[src/rtl/spi_sram_responder_if.sv]
// Word-request bus between the memory controller and the SPI SRAM responder.
// The controller side drives requests; the responder side returns ready and read data.
interface spi_sram_responder_if;
    logic        mem_req;
    logic        mem_we;
    logic [15:0] mem_addr;
    logic [15:0] mem_wdata;
    logic        mem_ready;
    logic [15:0] mem_rdata;
    logic        mem_rvalid;

    modport master (
        output mem_req, mem_we, mem_addr, mem_wdata,
        input  mem_ready, mem_rdata, mem_rvalid
    );

    modport slave (
        input  mem_req, mem_we, mem_addr, mem_wdata,
        output mem_ready, mem_rdata, mem_rvalid
    );
endinterface

[src/rtl/spi_sram_responder.sv]
// Runs one 16-bit word request at a time as a 48-bit SPI mode-0 frame to a
// 23LC1024-class SRAM: cmd byte, 24-bit byte address, 16 data bits, MSB first.
module spi_sram_responder #(
    parameter int CLK_DIV = 2,  // clk cycles per SCK half-period
    parameter int CS_GAP  = 2   // clk cycles of cs_n high after a frame
) (
    input  logic                 clk,
    input  logic                 rst,
    spi_sram_responder_if.slave  mem,
    output logic                 spi_sck,
    output logic                 spi_cs_n,
    output logic                 spi_mosi,
    input  logic                 spi_miso
);

    typedef enum logic [2:0] {
        ST_IDLE,
        ST_SETUP,
        ST_SHIFT,
        ST_HOLD,
        ST_DONE
    } state_t;

    localparam logic [7:0]  CMD_WRITE = 8'h02;
    localparam logic [7:0]  CMD_READ  = 8'h03;
    localparam logic [15:0] DIV_LAST  = 16'(CLK_DIV - 1);
    localparam logic [15:0] GAP_LAST  = 16'(CS_GAP - 1);
    localparam logic [5:0]  LAST_BIT  = 6'd47;
    localparam logic [5:0]  DATA_BIT0 = 6'd32;

    state_t      state;
    logic [15:0] cnt;        // cycles spent in the current SETUP/HOLD period or SCK half
    logic [5:0]  bit_idx;    // frame bit currently on MOSI, 0 = MSB of the command
    logic [47:0] tx_sr;      // bit 47 is the bit currently driven on MOSI
    logic [15:0] rx_sr;
    logic        we_q;
    logic        ready_q;
    logic [15:0] rdata_q;
    logic        rvalid_q;
    logic [47:0] load_frame;

    // Frame image built from the live request inputs; captured only on acceptance.
    // Word address becomes byte address {7'b0, addr, 1'b0}; reads shift out zeros in the data field.
    assign load_frame = {(mem.mem_we ? CMD_WRITE : CMD_READ), 7'b0, mem.mem_addr, 1'b0,
                         (mem.mem_we ? mem.mem_wdata : 16'h0000)};

    assign mem.mem_ready  = ready_q;
    assign mem.mem_rdata  = rdata_q;
    assign mem.mem_rvalid = rvalid_q;

    // Frame sequencer: every output is a register so the pads see glitch-free SPI signals.
    always_ff @(posedge clk or posedge rst) begin
        if (rst) begin
            state    <= ST_IDLE;
            cnt      <= '0;
            bit_idx  <= '0;
            tx_sr    <= '0;
            rx_sr    <= '0;
            we_q     <= 1'b0;
            ready_q  <= 1'b1;
            rdata_q  <= '0;
            rvalid_q <= 1'b0;
            spi_sck  <= 1'b0;
            spi_cs_n <= 1'b1;
            spi_mosi <= 1'b0;
        end else begin
            // NOTE: non-blocking everywhere here, so every branch reads the pre-edge values
            // (e.g. tx_sr[46] below is the bit before this edge's shift) -- order of statements does not matter.
            rvalid_q <= 1'b0;
            case (state)
                ST_IDLE: begin
                    if (mem.mem_req) begin
                        we_q     <= mem.mem_we;
                        tx_sr    <= load_frame;
                        spi_mosi <= load_frame[47];
                        ready_q  <= 1'b0;
                        spi_cs_n <= 1'b0;
                        cnt      <= '0;
                        bit_idx  <= '0;
                        state    <= ST_SETUP;
                    end
                end
                ST_SETUP: begin
                    if (cnt == DIV_LAST) begin
                        cnt   <= '0;
                        state <= ST_SHIFT;
                    end else begin
                        cnt <= cnt + 16'd1;
                    end
                end
                ST_SHIFT: begin
                    if (cnt != DIV_LAST) begin
                        cnt <= cnt + 16'd1;
                    end else begin
                        cnt <= '0;
                        if (!spi_sck) begin
                            // End of low half: raise SCK and capture MISO for the data bits.
                            spi_sck <= 1'b1;
                            if (bit_idx >= DATA_BIT0) begin
                                rx_sr <= {rx_sr[14:0], spi_miso};
                            end
                        end else begin
                            // End of high half: drop SCK and advance MOSI, or close the frame.
                            spi_sck <= 1'b0;
                            if (bit_idx == LAST_BIT) begin
                                spi_cs_n <= 1'b1;
                                spi_mosi <= 1'b0;
                                state    <= ST_HOLD;
                            end else begin
                                bit_idx  <= bit_idx + 6'd1;
                                tx_sr    <= {tx_sr[46:0], 1'b0};
                                spi_mosi <= tx_sr[46];
                            end
                        end
                    end
                end
                ST_HOLD: begin
                    if (cnt == GAP_LAST) begin
                        cnt   <= '0;
                        state <= ST_DONE;
                    end else begin
                        cnt <= cnt + 16'd1;
                    end
                end
                ST_DONE: begin
                    ready_q <= 1'b1;
                    if (!we_q) begin
                        rdata_q  <= rx_sr;
                        rvalid_q <= 1'b1;
                    end
                    state <= ST_IDLE;
                end
                default: state <= ST_IDLE;
            endcase
        end
    end

endmodule
[src/flat_wrapper.sv]
// flat-port wrapper written by rule: the top's interface ports become plain ports
module spi_sram_responder_flat 
#(
    parameter int CLK_DIV = 2,                                   
    parameter int CS_GAP  = 2                                           
)
  (clk, rst, spi_sck, spi_cs_n, spi_mosi, spi_miso, mem_mem_req, mem_mem_we, mem_mem_addr, mem_mem_wdata, mem_mem_ready, mem_mem_rdata, mem_mem_rvalid);
  spi_sram_responder_if mem_i ();
  input  logic clk;
  input  logic rst;
  output logic spi_sck;
  output logic spi_cs_n;
  output logic spi_mosi;
  input  logic spi_miso;
  input wire logic [$bits(mem_i.mem_req)-1:0] mem_mem_req;
  input wire logic [$bits(mem_i.mem_we)-1:0] mem_mem_we;
  input wire logic [$bits(mem_i.mem_addr)-1:0] mem_mem_addr;
  input wire logic [$bits(mem_i.mem_wdata)-1:0] mem_mem_wdata;
  output wire logic [$bits(mem_i.mem_ready)-1:0] mem_mem_ready;
  output wire logic [$bits(mem_i.mem_rdata)-1:0] mem_mem_rdata;
  output wire logic [$bits(mem_i.mem_rvalid)-1:0] mem_mem_rvalid;
  assign mem_i.mem_req = mem_mem_req;
  assign mem_i.mem_we = mem_mem_we;
  assign mem_i.mem_addr = mem_mem_addr;
  assign mem_i.mem_wdata = mem_mem_wdata;
  assign mem_mem_ready = mem_i.mem_ready;
  assign mem_mem_rdata = mem_i.mem_rdata;
  assign mem_mem_rvalid = mem_i.mem_rvalid;
  spi_sram_responder #(.CLK_DIV(CLK_DIV), .CS_GAP(CS_GAP)) u_core (.clk(clk), .rst(rst), .mem(mem_i), .spi_sck(spi_sck), .spi_cs_n(spi_cs_n), .spi_mosi(spi_mosi), .spi_miso(spi_miso));
endmodule
[config.mk]
export PLATFORM = sky130hd
export DESIGN_NAME = spi_sram_responder_flat
export DESIGN_NICKNAME = d
export VERILOG_FILES = /design/src/rtl/spi_sram_responder_if.sv /design/src/rtl/spi_sram_responder.sv /design/src/flat_wrapper.sv
export SDC_FILE = /design/constraint.sdc
export NUM_CORES = 1
export LEC_CHECK = 0
export ABC_AREA = 1
export CORE_UTILIZATION = 59
export CTS_BUF_LIST = sky130_fd_sc_hd__clkbuf_2 sky130_fd_sc_hd__clkbuf_4 sky130_fd_sc_hd__clkbuf_8
export CTS_CLUSTER_DIAMETER = 50
export DETAILED_ROUTE_END_ITERATION = 16
export HOLD_SLACK_MARGIN = 0.02
export PLACE_DENSITY = 0.82
export RECOVER_POWER = 50
export SYNTH_ARGS = -nofsm -noshare
export SYNTH_HDL_FRONTEND = slang
export SYNTH_SLANG_ARGS = --single-unit
[constraint.sdc]
create_clock -name clk -period 5.9 [get_ports clk]
set_clock_uncertainty 0.1 [all_clocks]
set_input_delay 1.77 -clock clk [delete_from_list [all_inputs] [get_ports clk]]
set_output_delay 1.77 -clock clk [all_outputs]
set_load 0.005 [all_outputs]
### Yosys cells after proc, flatten, opt, wreduce, memory -nomap -nowiden

Index checks and enable logic that the tools add are counted.

| storage, ports and cells | value |
|---|---|
| logic and storage cells | 84 |
| output and inout bits | 21 |
| flip-flop bits (word level) | 110 |
| input bits | 37 |

| cells by class | value |
|---|---|
| bitwise operators | 3 |
| magnitude comparators | 1 |
| reduce and logical (&&, ||, !) cells | 15 |
| mux-type cells | 37 |
| eq/ne operators | 14 |
| add/subtract/negate cells | 2 |

Operators by type and width:

| cell | count |
|---|---|
| $mux W47 | 4 |
| $pmux W47 S2 | 1 |
| $mux W16 | 4 |
| $pmux W16 S3 | 1 |
| $mux W6 | 4 |
| $mux W3 | 6 |
| $add A16 B1 Y16 const B | 1 |
| $eq A16 B1 Y1 const B | 1 |
| $ne A16 B1 Y1 const B | 1 |
| $mux W1 | 12 |
| $pmux W3 S4 | 1 |
| $pmux W6 S2 | 1 |
| $reduce_and A2 Y1 | 5 |
| $reduce_and A5 Y1 | 2 |
| $ne A2 B1 Y1 const B | 4 |
| $reduce_and A4 Y1 | 2 |
| $add A6 B1 Y6 const B | 1 |
| $eq A3 B2 Y1 const B | 2 |
| $eq A6 B6 Y1 const B | 1 |
| $ge A6 B6 Y1 const B | 1 |
| $ne A2 B2 Y1 const B | 3 |
| $pmux W1 S2 | 3 |
| $reduce_and A6 Y1 | 1 |
| $reduce_bool A2 Y1 | 2 |
| 6 further kinds | 8 |

### Logic depth before layout (Yosys ltp)

| depth | value |
|---|---|
| depth after elaboration | 5 |
| mapped depth | 10 |
| depth with buffers taken out | 9 |

### Worst setup path before layout

Ideal clock, no wire load.

| timing | value |
|---|---|
| path kind | input port to flip-flop |
| start | input mem_mem_we |
| end | register u_core.tx_sr[40] |
| required time | 5.683 ns |
| path slack | 3.127 ns |
| library setup time | 0.117 ns |
| buffers on the path | 2 |
| arrival | 2.556 ns |
| stages | 5 |
| cell sequence | clkbuf_1 > clkbuf_1 > o21ai_0 > nand4_1 > nand2_1 |

| on the way | value |
|---|---|
| cells in the longest elaborated chain, start to end | 3 |

Ends and longest elaborated chain:

| what | line | RTL |
|---|---|---|
| start, declared | flat_wrapper.sv:16 | `input wire logic [$bits(mem_i.mem_we)-1:0] mem_mem_we;` |
| $mux W1 | spi_sram_responder.sv:44 | `assign load_frame = {(mem.mem_we ? CMD_WRITE : CMD_READ), 7'b0, mem.mem_addr, 1'b0,` |
| $mux W47 | spi_sram_responder.sv:72 | `if (mem.mem_req) begin` |
| $pmux W47 S2 | spi_sram_responder.sv:70 | `case (state)` |
| end signal, assigned | spi_sram_responder.sv:74 | `tx_sr <= load_frame;` |
| end signal, assigned | spi_sram_responder.sv:111 | `tx_sr <= {tx_sr[46:0], 1'b0};` |
| end, declared | spi_sram_responder.sv:34 | `logic [47:0] tx_sr;` |

No other way between the ends. The select of a mux whose other input is x is not followed.
A chain may end at the register's enable or synchronous reset.

### Worst setup path after layout

| timing | value |
|---|---|
| start | register u_core.state[2] |
| end | register u_core.tx_sr[7] |

| on the way | value |
|---|---|
| cells in the longest elaborated chain, start to end | 3 |

Ends and longest elaborated chain:

| what | line | RTL |
|---|---|---|
| start, declared | spi_sram_responder.sv:31 | `state_t state;` |
| start signal, assigned | spi_sram_responder.sv:54 | `state <= ST_IDLE;` |
| start signal, assigned | spi_sram_responder.sv:80 | `state <= ST_SETUP;` |
| start signal, assigned | spi_sram_responder.sv:86 | `state <= ST_SHIFT;` |
| $eq A3 B2 Y1 / $logic_not A3 Y1 (equally long branches) | spi_sram_responder.sv:70 |  |
| $ne A2 B1 Y1 (no source line) (tied with other cells) | n/a |  |
| $reduce_and A5 Y1 (no source line) | n/a |  |

Parallel ways exist; a longest one is shown, timed or not.

==> results by group <==
Status
  – Status: finished, violations left
  – Failing checks: capacitance limit, slew limit

Route
  – Routed wire per std cell: 13.4 µm
  – Initial DRC Count: 368
  – Vias per cell: 5.47
  – Antenna-violating nets left: 0
  – Routed WL: 12.1 mm
  – Number of remaining DRC errors: 0
  – Vias: 4921
  – First-pass iteration count of the detailed router: 5

Cells and area
  – Area Overhead vs Synth: 12.9%
  – Diodes inserted: 0
  – Commonest non-fill, non-tap cell in the layout: nand2_1
  – Final Net Count: 807
  – Layout cells sized above 1: 0.0636
  – Commonest cells after routing, fill and taps aside: nand2_1 (299), dfrtp_1 (108), nor2_1 (61), nand4_1 (60), nand3_1 (55)

Critical path
  – Slowest CP cell: nand2_1
  – Top cell by count, worst path: nand2_1
  – Max incr delay on CP: 1.05 ns
  – Cell family with most CP delay: simple AND/OR/NAND/NOR gates
  – Crit start category: flop
  – R2R setup slack: 1.65 ns
  – CP Buf/Inv Count: 3
  – WP data required: 6.07 ns
  – Setup crit end kind: flop
  – Setup CP Type: flop to flop
  – Cell chain of the critical path: nor2_1 > nand2_1 > clkinv_1 > buf_4 > o21ai_2 > nand2_2 > buf_4 > nand3_4 > nand2_1 > nand2_1
  – Peak fanout along the critical path: 54
  – Worst path arrival time: 4.42 ns

Logic synthesis
  – Syn_area_per_cell: 7.79 µm²
  – Synth area leader: dfrtp_1
  – Mapped Area: 0.00569 mm²
  – Synth Instances: 731
  – Seq cells post-synth: 110
  – Syn Nets: 772
  – Netlist cell types: 33
  – Post-synth top area share: 0.475
  – Top cells by area, synth: dfrtp_1 (47%), nand2_1 (20%), nand4_1 (6.6%)
  – Register area share after synthesis: 0.484
  – Yosys warning total: 0

Timing
  – Final setup viols: 0
  – RSZ-0062 raised after global routing: false
  – Max-slew violations: 108
  – Period utilization: 0.720
  – Relative slew margins: -0.506
  – Final hold vios: 0
  – Worst-margin pin slew: 2.25 ns
  – Min Tclk post-route: 4.25 ns
  – Setup TNS: 0 ns
  – Peak Freq: 0.235 GHz

GRT
  – Global-route wire length before repair: 20.5 mm
  – Antenna violations before repair: 0
  – GRT Overall Usage: 0.253
  – Pin count of the biggest net entering global routing: 58
  – Total grt overflow: 0
  – Vias in the first global route: 4408

Worst hold path
  – Hold Path Class: flop to flop

Floorplan
  – FP Rows: 35
  – IO Count: 58
  – Initial Util: 0.613
  – Core area: 0.00928 mm²
  – DIE AREA: 0.0100 mm²
  – Die Wd: 100 µm
  – Die Ht: 100 µm

Clock tree
  – CTS tree: built
  – Clk sinks: 110
  – PostCTS Resize Cnt: 0
  – Post-CTS Setup Bufs: 0
  – Hold_buf cts: 0
  – CTS Buffer Depth: 2
  – Root Buffer: clkbuf_8
  – CTS Buf Count: 9
  – Clock-pin slew of the registers on the worst-case setup and hold paths: 0.11 ns
  – Clk Latency, worst-skew pair: 0.38 ns
  – H-Tree Level Count: 3

Power
  – Sw Share: 0.238
  – Pleak: 3.25 nW
  – Net Sw Power: 0.308 mW
  – Power Internal: 0.987 mW
  – Clock power share: 0.378
  – Comb pwr share: 0.040
  – Tot Pwr: 1.30 mW
  – VDD IR-drop max: 0.000110 V
  – Flop pwr share: 0.582
  – Power density cells: 201 mW/mm²

Placed design
  – Port bufs: 57
  – Hpwl dp: 7.83 mm
  – GP Congestion: 0.883

Run
  – Max Cap Violations: 2
-- worst paths after layout --
kind | startpoint | end | depth (start not counted)
min | u_core.rx_sr[15] | u_core.rx_sr[15] | 2
min in group asynchronous | rst | u_core.cnt[2] | 2
max in group asynchronous | rst | u_core.spi_sck | 3
max | u_core.state[2] | u_core.tx_sr[7] | 10
min reg2reg | u_core.rx_sr[15] | u_core.rx_sr[15] | 2
max reg2reg | u_core.state[2] | u_core.tx_sr[7] | 10
-- worst reg2reg max path: stages, from the launching register on --
cell and delay [ns]:
dfrtp_1 0.43, nor2_1 0.23, nand2_1 1.05, clkinv_1 0.20
buf_4 0.48, o21ai_2 0.18, nand2_2 0.08, buf_4 0.47
nand3_4 0.61, nand2_1 0.23, nand2_1 0.09
-- stage by stage --
step | cell area (µm²) | hold WS, ns | std cells | utilization | setup slack, ns
final | 6430 | 0.377 | 900 | 0.692 | 1.65
after CTS | 6460 | 0.379 | 900 | 0.696 | 2.15
after detailed placement | 6250 | 0.355 | 884 | 0.673 | 1.74
after global placement | 6250 | 0.347 | 884 | 0.673 | 1.82
after floorplan | 5690 | 0.334 | 731 | - | 1.13
after global routing | 6430 | 0.400 | 900 | 0.692 | 1.25
-- cell families (layout without fill, tap and decap cells) --
kind of cell,Yosys count,after routing,share of synthesized area
and+or+nand+nor,483,483,0.369
xor gates and xnor gates,7,7,0.0108
AOI/OAI and AO/OA,22,22,0.0240
adders and majority gates,4,4,0.00879
muxes,16,16,0.0317
DFF,110,110,0.484
buffers and inverters,89,129,0.0719
-- synth_stat cells (all sizes together) --
cell,number
nor3,1
dfstp,2
o21bai,1
nand3,56
buf,30
and2,1
nand4,60
xor2,6
a21oi,1
o21ai,12
dfrtp,108
clkbuf,9
ha,4
or2,3
o211ai,8
inv,50
mux2,16
xnor2,1
nor2,61
nand2,301
-- final cells by class --
cell class | instances | area (µm²)
inverters | 50 | 190
clock inverters | 7 | 87.6
repair buffers | 63 | 616
clock buffers | 9 | 124
fillers | 754 | 2860
well taps | 129 | 161
flip-flops and latches | 110 | 2760
multi-input cells | 532 | 2490
-- power groups by stage --
stage | combinational [mW] | sequential (mW) | clock [mW]
finish | 0.0521 | 0.754 | 0.490
global route | 0.0584 | 0.754 | 0.521
CTS | 0.0539 | 0.754 | 0.495
detailed placement | 0.0538 | 0.768 | 0
global placement | 0.0533 | 0.768 | 0
floorplan | 0.0220 | 0.768 | 0
-- metal layers --
metal,GRT usage,up-vias,routed length (µm)
met5,0,-,0
met4,0.0736,0,133
met3,0.0320,12,580
met2,0.399,156,5720
met1,0.368,2331,5670
li1,-,2422,-
-- registers in the layout, summed over array words and instances, names as in the netlist, 3 cells and up --
name and cells:
u_core.rx_sr 16, u_core.mem.mem_rdata 16, u_core.cnt 16, u_core.bit_idx 6, u_core.state 3, u_core.tx_sr 47
Note: power is estimated with default switching activity, not from simulation.
==> variant: new RTL, same flow settings <==
Re-encode `state_t` (5 states) as one-hot, 5 bits wide.
--- a/src/rtl/spi_sram_responder.sv
+++ b/src/rtl/spi_sram_responder.sv
@@ -13,12 +13,12 @@
     input  logic                 spi_miso
 );
 
-    typedef enum logic [2:0] {
-        ST_IDLE,
-        ST_SETUP,
-        ST_SHIFT,
-        ST_HOLD,
-        ST_DONE
+    typedef enum logic [4:0] {
+        ST_IDLE  = 5'b00001,
+        ST_SETUP = 5'b00010,
+        ST_SHIFT = 5'b00100,
+        ST_HOLD  = 5'b01000,
+        ST_DONE  = 5'b10000
     } state_t;
 
     localparam logic [7:0]  CMD_WRITE = 8'h02;
Function: no difference found for any inputs over 10 cycles, from zero or initial values and one cycle with rst high; not proved beyond that.
==> variant against the original RTL <==
- the flow still finishes with violations (capacitance limit, slew limit)
- setup slack gained 0.13 ns
- cell area is 1.4% lower
- routed wire length fell by 2.1%
- area after synthesis is 0.20% higher
- global-route usage rose by 0.18 points
- die area increased by 0.19%
- sequential cell count increased by 2
- worst hold slack gained 0.0037 ns
- via count shrank 3.9%
- count of clock-buffer cells in the layout is 1 higher
- critical path depth down 2
- largest cell class unchanged
Power is not compared: it rests on default switching activity, and its combinational part moved more than twofold at a synthesized area within 25%.
==> variant: results (changes against the original RTL) <==
Hold Crit Start: u_core.tx_sr[17]
Slowest CP cell: nand4_4
Hold_ws: 0.381 ns (+0.00366 ns)
Total track usage: 25.4% (+0.18 points)
Final WL: 11,800 um (-2.1%)
Detailed-route via count: 4,731 (-3.9%)
Placed insts: 861 (-2.6%)
First-pass GRT wire length: 20,400 um (-0.54%)
Failing checks: capacitance limit, slew limit
# fillers: 796 (+5.6%)
Slew Viols, Final: 33 (-69%)
Routing usage on met3: 5.08% (+1.9 points)
Status: finished, violations left
Syn Nets: 753 (-2.5%)
Maximum single-stage delay on the critical path: 0.76 ns (-0.29 ns)
Dpl ws: 1.47 ns (-0.269 ns)
Largest net degree at the start of global routing: 56 (-3.4%)
Max Freq: 0.243 GHz (+3.1%)
R2r startpoint: u_core.state[1]
Netlist cell types: 39 (+18%)
Grt met2 use: 42.8% (+2.8 points)
R2R Path End: u_core.tx_sr[37]
Max-Cap Viols: 1 (-1)
Ranking of synthesized cells by area: dfrtp_1, nand2_1, nand4_1, inv_1, o21ai_1
Worst reg2reg path depth: 7 (-3)
Vias in the first global route: 4,507 (+2.2%)
variant: changes by cell type after synthesis, moves of 3 or more:
cell,unedited run,this run
o21ai_1,2,35
o211ai_1,8,12
inv_2,2,5
nand3_1,54,30
mux2_2,16,1
nand2_1,297,280
nor2_1,59,32
o21ai_2,1,7
buf_6,4,11
clkbuf_1,9,4
nor3_1,1,4
variant: cell families (layout without fill, tap and decap cells):
family          Yosys count  after routing  share of synthesized area, %
simple gates            425            425                          33.1
flops                   112            112                          49.2
buf+inv                  95            131                          8.40
compound gates           70             70                          7.44
xor+xnor                  5              5                         0.768
fa+ha+maj                 4              4                         0.878
mux                       1              1                         0.197
variant: area by class of cell:
class / instances / area share [%]
Tap cell: 129 / 2.55
Multi-Input combinational cell: 505 / 37.3
Clock buffer: 10 / 2.17
Sequential cell: 112 / 44.3
Timing Repair Buffer: 60 / 9.35
Inverter: 55 / 3.31
Clock inverter: 6 / 1.03
